$ cat src/rtl/fib_job_scheduler.sv
// fib_job_scheduler: round-robin front end that serialises requester jobs onto one Fibonacci generator
module fib_job_scheduler #(
   parameter int DATA_WIDTH    = 64,
   parameter int ORDER_WIDTH   = 16,
   parameter int NUM_REQ       = 4,
   parameter int TIMEOUT_SLACK = 4,
   localparam int IDW = NUM_REQ > 1 ? $clog2(NUM_REQ) : 1
) (
   input  logic                           clk,
   input  logic                           reset,
   input  logic [NUM_REQ-1:0]             req_valid,
   input  logic [NUM_REQ*DATA_WIDTH-1:0]  req_data,
   input  logic [NUM_REQ*ORDER_WIDTH-1:0] req_order,
   output logic [NUM_REQ-1:0]             req_ready,
   output logic                           gen_reset_n,
   output logic                           gen_load,
   output logic [DATA_WIDTH-1:0]          gen_data_in,
   output logic [ORDER_WIDTH-1:0]         gen_order,
   input  logic                           gen_done,
   input  logic                           gen_overflow,
   input  logic                           gen_error,
   input  logic [DATA_WIDTH-1:0]          gen_data_out,
   output logic                           rsp_valid,
   output logic [IDW-1:0]                 rsp_id,
   output logic [DATA_WIDTH-1:0]          rsp_data,
   output logic [1:0]                     rsp_status,
   output logic                           busy
);
   localparam int CW = ORDER_WIDTH + 4;
   typedef enum logic [2:0] {IDLE, LOAD, WAIT, FLUSH, RESP} state_t;
   state_t state;
   logic [IDW-1:0] last_grant, win, j;
   logic [CW-1:0] cnt, limit;
   logic [DATA_WIDTH-1:0] sel_data;
   logic [ORDER_WIDTH-1:0] sel_order;
   // scan from last_grant+1 downward in priority so the nearest valid requester wins
   always_comb begin
      win = '0;
      j = '0;
      for (int k = NUM_REQ - 1; k >= 0; k--) begin
         j = IDW'((int'(last_grant) + 1 + k) % NUM_REQ);
         if (req_valid[j]) win = j;
      end
   end
   assign sel_data  = req_data[win*DATA_WIDTH +: DATA_WIDTH];
   assign sel_order = req_order[win*ORDER_WIDTH +: ORDER_WIDTH];
   assign req_ready = (state == IDLE && !reset) ? NUM_REQ'(|req_valid) << win : '0;
   assign busy      = state != IDLE;
   assign limit     = CW'(gen_order) + CW'(2 + TIMEOUT_SLACK);
   always_ff @(posedge clk or posedge reset) begin
      if (reset) begin
         state       <= IDLE;
         last_grant  <= IDW'(NUM_REQ - 1);
         cnt         <= '0;
         gen_reset_n <= 1'b0;
         gen_load    <= 1'b0;
         gen_data_in <= '0;
         gen_order   <= '0;
         rsp_valid   <= 1'b0;
         rsp_id      <= '0;
         rsp_data    <= '0;
         rsp_status  <= '0;
      end else begin
         gen_reset_n <= 1'b1;
         gen_load    <= 1'b0;
         rsp_valid   <= 1'b0;
         case (state)
            IDLE: if (|req_valid) begin
               gen_data_in <= sel_data;
               gen_order   <= sel_order;
               rsp_id      <= win;
               rsp_data    <= '0;
               rsp_status  <= 2'b00;
               state       <= sel_order != '0 ? LOAD : RESP;
               gen_load    <= sel_order != '0;
               rsp_valid   <= sel_order == '0;
            end
            LOAD: begin
               cnt   <= CW'(1);
               state <= WAIT;
            end
            // a flag in the limit cycle still beats the timeout
            WAIT: if (gen_done || gen_overflow || gen_error) begin
               rsp_data   <= gen_data_out;
               rsp_status <= gen_error ? 2'b10 : gen_overflow ? 2'b01 : 2'b00;
               rsp_valid  <= 1'b1;
               state      <= RESP;
            end else if (cnt >= limit) begin
               gen_reset_n <= 1'b0;
               state       <= FLUSH;
            end else begin
               cnt <= cnt + 1'b1;
            end
            FLUSH: begin
               rsp_data   <= '0;
               rsp_status <= 2'b11;
               rsp_valid  <= 1'b1;
               state      <= RESP;
            end
            RESP: begin
               last_grant  <= rsp_id;
               gen_data_in <= '0;
               gen_order   <= '0;
               rsp_id      <= '0;
               rsp_data    <= '0;
               rsp_status  <= '0;
               state       <= IDLE;
            end
            default: state <= IDLE;
         endcase
      end
   end
endmodule

$ cat config.mk
export PLATFORM = sky130hd
export DESIGN_NAME = fib_job_scheduler
export DESIGN_NICKNAME = d
export VERILOG_FILES = /design/src/rtl/fib_job_scheduler.sv
export SDC_FILE = /design/constraint.sdc
export NUM_CORES = 1
export LEC_CHECK = 0
export BUFFER_PORTS_ARGS = -buffer_cell sky130_fd_sc_hd__buf_2
export CAP_MARGIN = 15
export CORE_AREA = 4 4 212 214
export DETAILED_ROUTE_END_ITERATION = 8
export DIE_AREA = 0 0 216 218
export PLACE_DENSITY = 0.57
export SETUP_SLACK_MARGIN = 0.05
export SYNTH_ARGS = -nofsm -noshare
export SYNTH_HDL_FRONTEND = slang
export SYNTH_SLANG_ARGS = --single-unit
$ cat constraint.sdc
create_clock -name clk -period 6.4 [get_ports clk]
set_input_delay 0.32 -clock clk [delete_from_list [all_inputs] [get_ports clk]]
set_output_delay 0.32 -clock clk [all_outputs]
set_load 0.005 [all_outputs]
==> results.sh <==
export IMPL_drtIter0Drc=742
export IMPL_crit_required_ns=6.74
export IMPL_area_growth_syn_to_layout_pct=37.8
export IMPL_fp_dieArea_um2=47100
export IMPL_ctsHoldBuffers=0
export IMPL_drc=0
export IMPL_routed_via_density=4.71
export IMPL_numCtsBuffers=17
export IMPL_clock_sinks=176
export IMPL_skew_ns=0.00846
export IMPL_reg2reg_from="gen_order[1]"
export IMPL_antenna_found_initial=14
export IMPL_grt_overflow=0
export IMPL_cts_tree="yes"
export IMPL_post_dp_cell_area_um2=13500
export IMPL_synth_yosys_seq_area_share=0.430
export IMPL_cts_resized=0
export IMPL_rr_worst_depth=15
export IMPL_status="finished, final reports clean"
export IMPL_rr_endpoint="cnt[14]"
export IMPL_setup_viol=0
export IMPL_synth_ff_type="dfrtp_1"
export IMPL_grt_pass1_wl_mm=65.1
export IMPL_grt_pass1_vias=11452
export IMPL_cts_path_max_buffers=2
export IMPL_placement_io_buffers=548
export IMPL_fp_coreArea_um2=42900
export IMPL_final_cell_area_um2=14100
export IMPL_power_leakage_nw=7.96
export IMPL_synthCells=1357
export IMPL_path_max_fanout=15
export IMPL_num_vias=11478
export IMPL_hold_path_class="in2reg"
export IMPL_maxSlewHeadroom=0.292
export IMPL_max_freq_mhz=241
export IMPL_end_kind="flip-flop"
export IMPL_cts_max_level=4
export IMPL_cts_setup_buffers=0
export IMPL_synth_cell_types=48
export IMPL_syn_num_nets=1769
export IMPL_power_density_nw_per_um2=415
export IMPL_holdPathEnd="rsp_data[12]"
export IMPL_hp_start="gen_data_out[12]"
export IMPL_tightest_slew_ns=1.06
export IMPL_grt_max_degree=113
export IMPL_path_clk_slew_ns=0.07
export IMPL_async_reset_ff_frac=1.00
export IMPL_fin_nets=2246
export IMPL_insertion_delay_ns=0.44
export IMPL_synth_seq_cells=176
export IMPL_placementRows=76
export IMPL_hold_viol=0
export IMPL_synth_area_um2=10200
export IMPL_layout_commonest_cell="buf_2"
export IMPL_drv_cap=0
export IMPL_avgSynthCellArea_um2=7.55
export IMPL_cts_root_buf="clkbuf_16"
export IMPL_whs_path_depth=3
export IMPL_rrSetupSlack_ns=2.26
export IMPL_peakVddDrop_uv=260
export IMPL_die_x_um=216
export IMPL_drtPass1Iterations=5
export IMPL_fin_setup_tns_ns=0
export IMPL_dp_hpwl_mm=33.2
export IMPL_rsz0062_at_grt="false"
export IMPL_synth_enable_flop_cells=0
export IMPL_die_h_um=218
export IMPL_crit_arrival_ns=4.48
export IMPL_fillCellCount=4692
export IMPL_wl_mm=43.1
export IMPL_drv_slew=0
export IMPL_yosys_warnings=0
export IMPL_crit_type="reg2reg"
export IMPL_start_util=0.239
export IMPL_fin_crit_ns=4.14
export IMPL_fin_crit_sh=0.648
export IMPL_wire_per_inst_um=17.7
export IMPL_start_kind="flip-flop"
export IMPL_gp_congestion=0.890
export IMPL_ios=549
export IMPL_drive_gt1_frac=0.330
export IMPL_layout_common_cells="buf_2 (548), nand2_1 (508), nand3_1 (346)"
export IMPL_grt_usage=0.176
export IMPL_drtAntennaViolNets=0
## through the flow
step	setup slack, ns	total power (W)	utilization	hold WS [ns]	std cells
floorplan	1.31	0.00360	-	0.453	1357
global placement	2.45	0.00478	0.314	0.444	2399
detailed placement	2.32	0.00486	0.315	0.450	2400
CTS	2.29	0.00597	0.329	0.0439	2432
global route	1.95	0.00639	0.329	0.0626	2436
finish	2.26	0.00586	0.329	0.0922	2438
## kinds of logic after synthesis
kind of cell / after synthesis / share of synthesized area
xor+xnor: 17 / 0.0145
fa+ha+maj: 19 / 0.0232
buf+inv: 112 / 0.0428
simple gates: 926 / 0.395
mux: 56 / 0.0550
flops: 176 / 0.430
compound gates: 51 / 0.0392
## routing by layer
metal  track usage  wire length, µm  vias up
met2         0.297            21000      471
met5             0               42        -
met1         0.215            17600     5406
met3        0.0509             3300       68
met4        0.0666             1240        6
li1              -                -     5527
## state kept, by name (all words and copies together), names as in the netlist
register / flops
gen_reset_n: 1
rsp_valid: 1
last_grant: 2
rsp_status: 2
cnt: 20
state: 3
rsp_id: 2
gen_data_in: 64
rsp_data: 64
gen_load: 1
gen_order: 16
## Yosys cell counts (2+ instances only)
cell type | n | share of area
a2111oi_4 | 2 | 0.0054
a211oi_1 | 4 | 0.0029
a21o_1 | 8 | 0.0059
a21oi_1 | 7 | 0.0034
a31oi_1 | 3 | 0.0018
a41o_1 | 5 | 0.0049
and2_1 | 6 | 0.0037
and3_1 | 6 | 0.0037
and4_1 | 3 | 0.0026
buf_1 | 16 | 0.0059
buf_2 | 5 | 0.0024
buf_4 | 3 | 0.0022
clkbuf_1 | 78 | 0.029
dfrtp_1 | 174 | 0.43
dfstp_2 | 2 | 0.0051
ha_1 | 19 | 0.023
inv_1 | 10 | 0.0037
mux2_2 | 2 | 0.0022
mux2i_1 | 54 | 0.053
nand2_1 | 511 | 0.19
nand2b_1 | 8 | 0.0049
nand3_1 | 346 | 0.17
nand4_1 | 7 | 0.0043
nor2_1 | 21 | 0.0077
nor3_1 | 2 | 0.00098
nor4_1 | 8 | 0.0049
o21ai_0 | 9 | 0.0044
o21ai_1 | 2 | 0.00098
or2_2 | 2 | 0.0012
xnor2_1 | 9 | 0.0077
xor2_1 | 8 | 0.0068
## critical path: stages, from the launching register on
cell,delay (ns)
dfrtp_1,0.43
inv_1,0.08
ha_1,0.25
nor2_1,0.17
nand4_1,0.19
nor2_1,0.16
xnor2_1,0.14
ha_1,0.27
a21o_1,0.18
a21o_1,0.17
a21o_1,0.21
a41o_1,0.21
a21o_1,0.26
a21oi_1,0.87
a31oi_1,0.18
a41o_1,0.26
## worst max-delay path by stage
stage	from	end	slack, ns	cells after the start
global placement	gen_order[1]	cnt[2]	2.45	15
detailed placement	gen_order[1]	cnt[2]	2.32	15
finish	gen_order[1]	cnt[14]	2.26	15
global route	gen_order[4]	cnt[12]	1.95	15
floorplan	reset	cnt[0]	1.31	1
CTS	gen_order[1]	cnt[2]	2.29	15
## report_power, final
| part | leakage, nW | switching [W] | internal [W] |
|---|---|---|---|
| clock network | 0.292 | 0.000460 | 0.000622 |
| logic | 5.37 | 0.00192 | 0.00104 |
| registers | 2.29 | 0.000291 | 0.00153 |
## layout make-up
type                       instances  area, µm²  area share
multi-input combinational       1069       5470       0.388
sequential                       176       4410       0.312
timing repair buffer             560       2850       0.202
tap                              585        732      0.0519
clock buffer                      25        495      0.0351
clock inverter                     7        104     0.00736
inverter                          10       45.0     0.00319
antenna                            6       15.0     0.00106
Power figures use the tool's default switching activity.
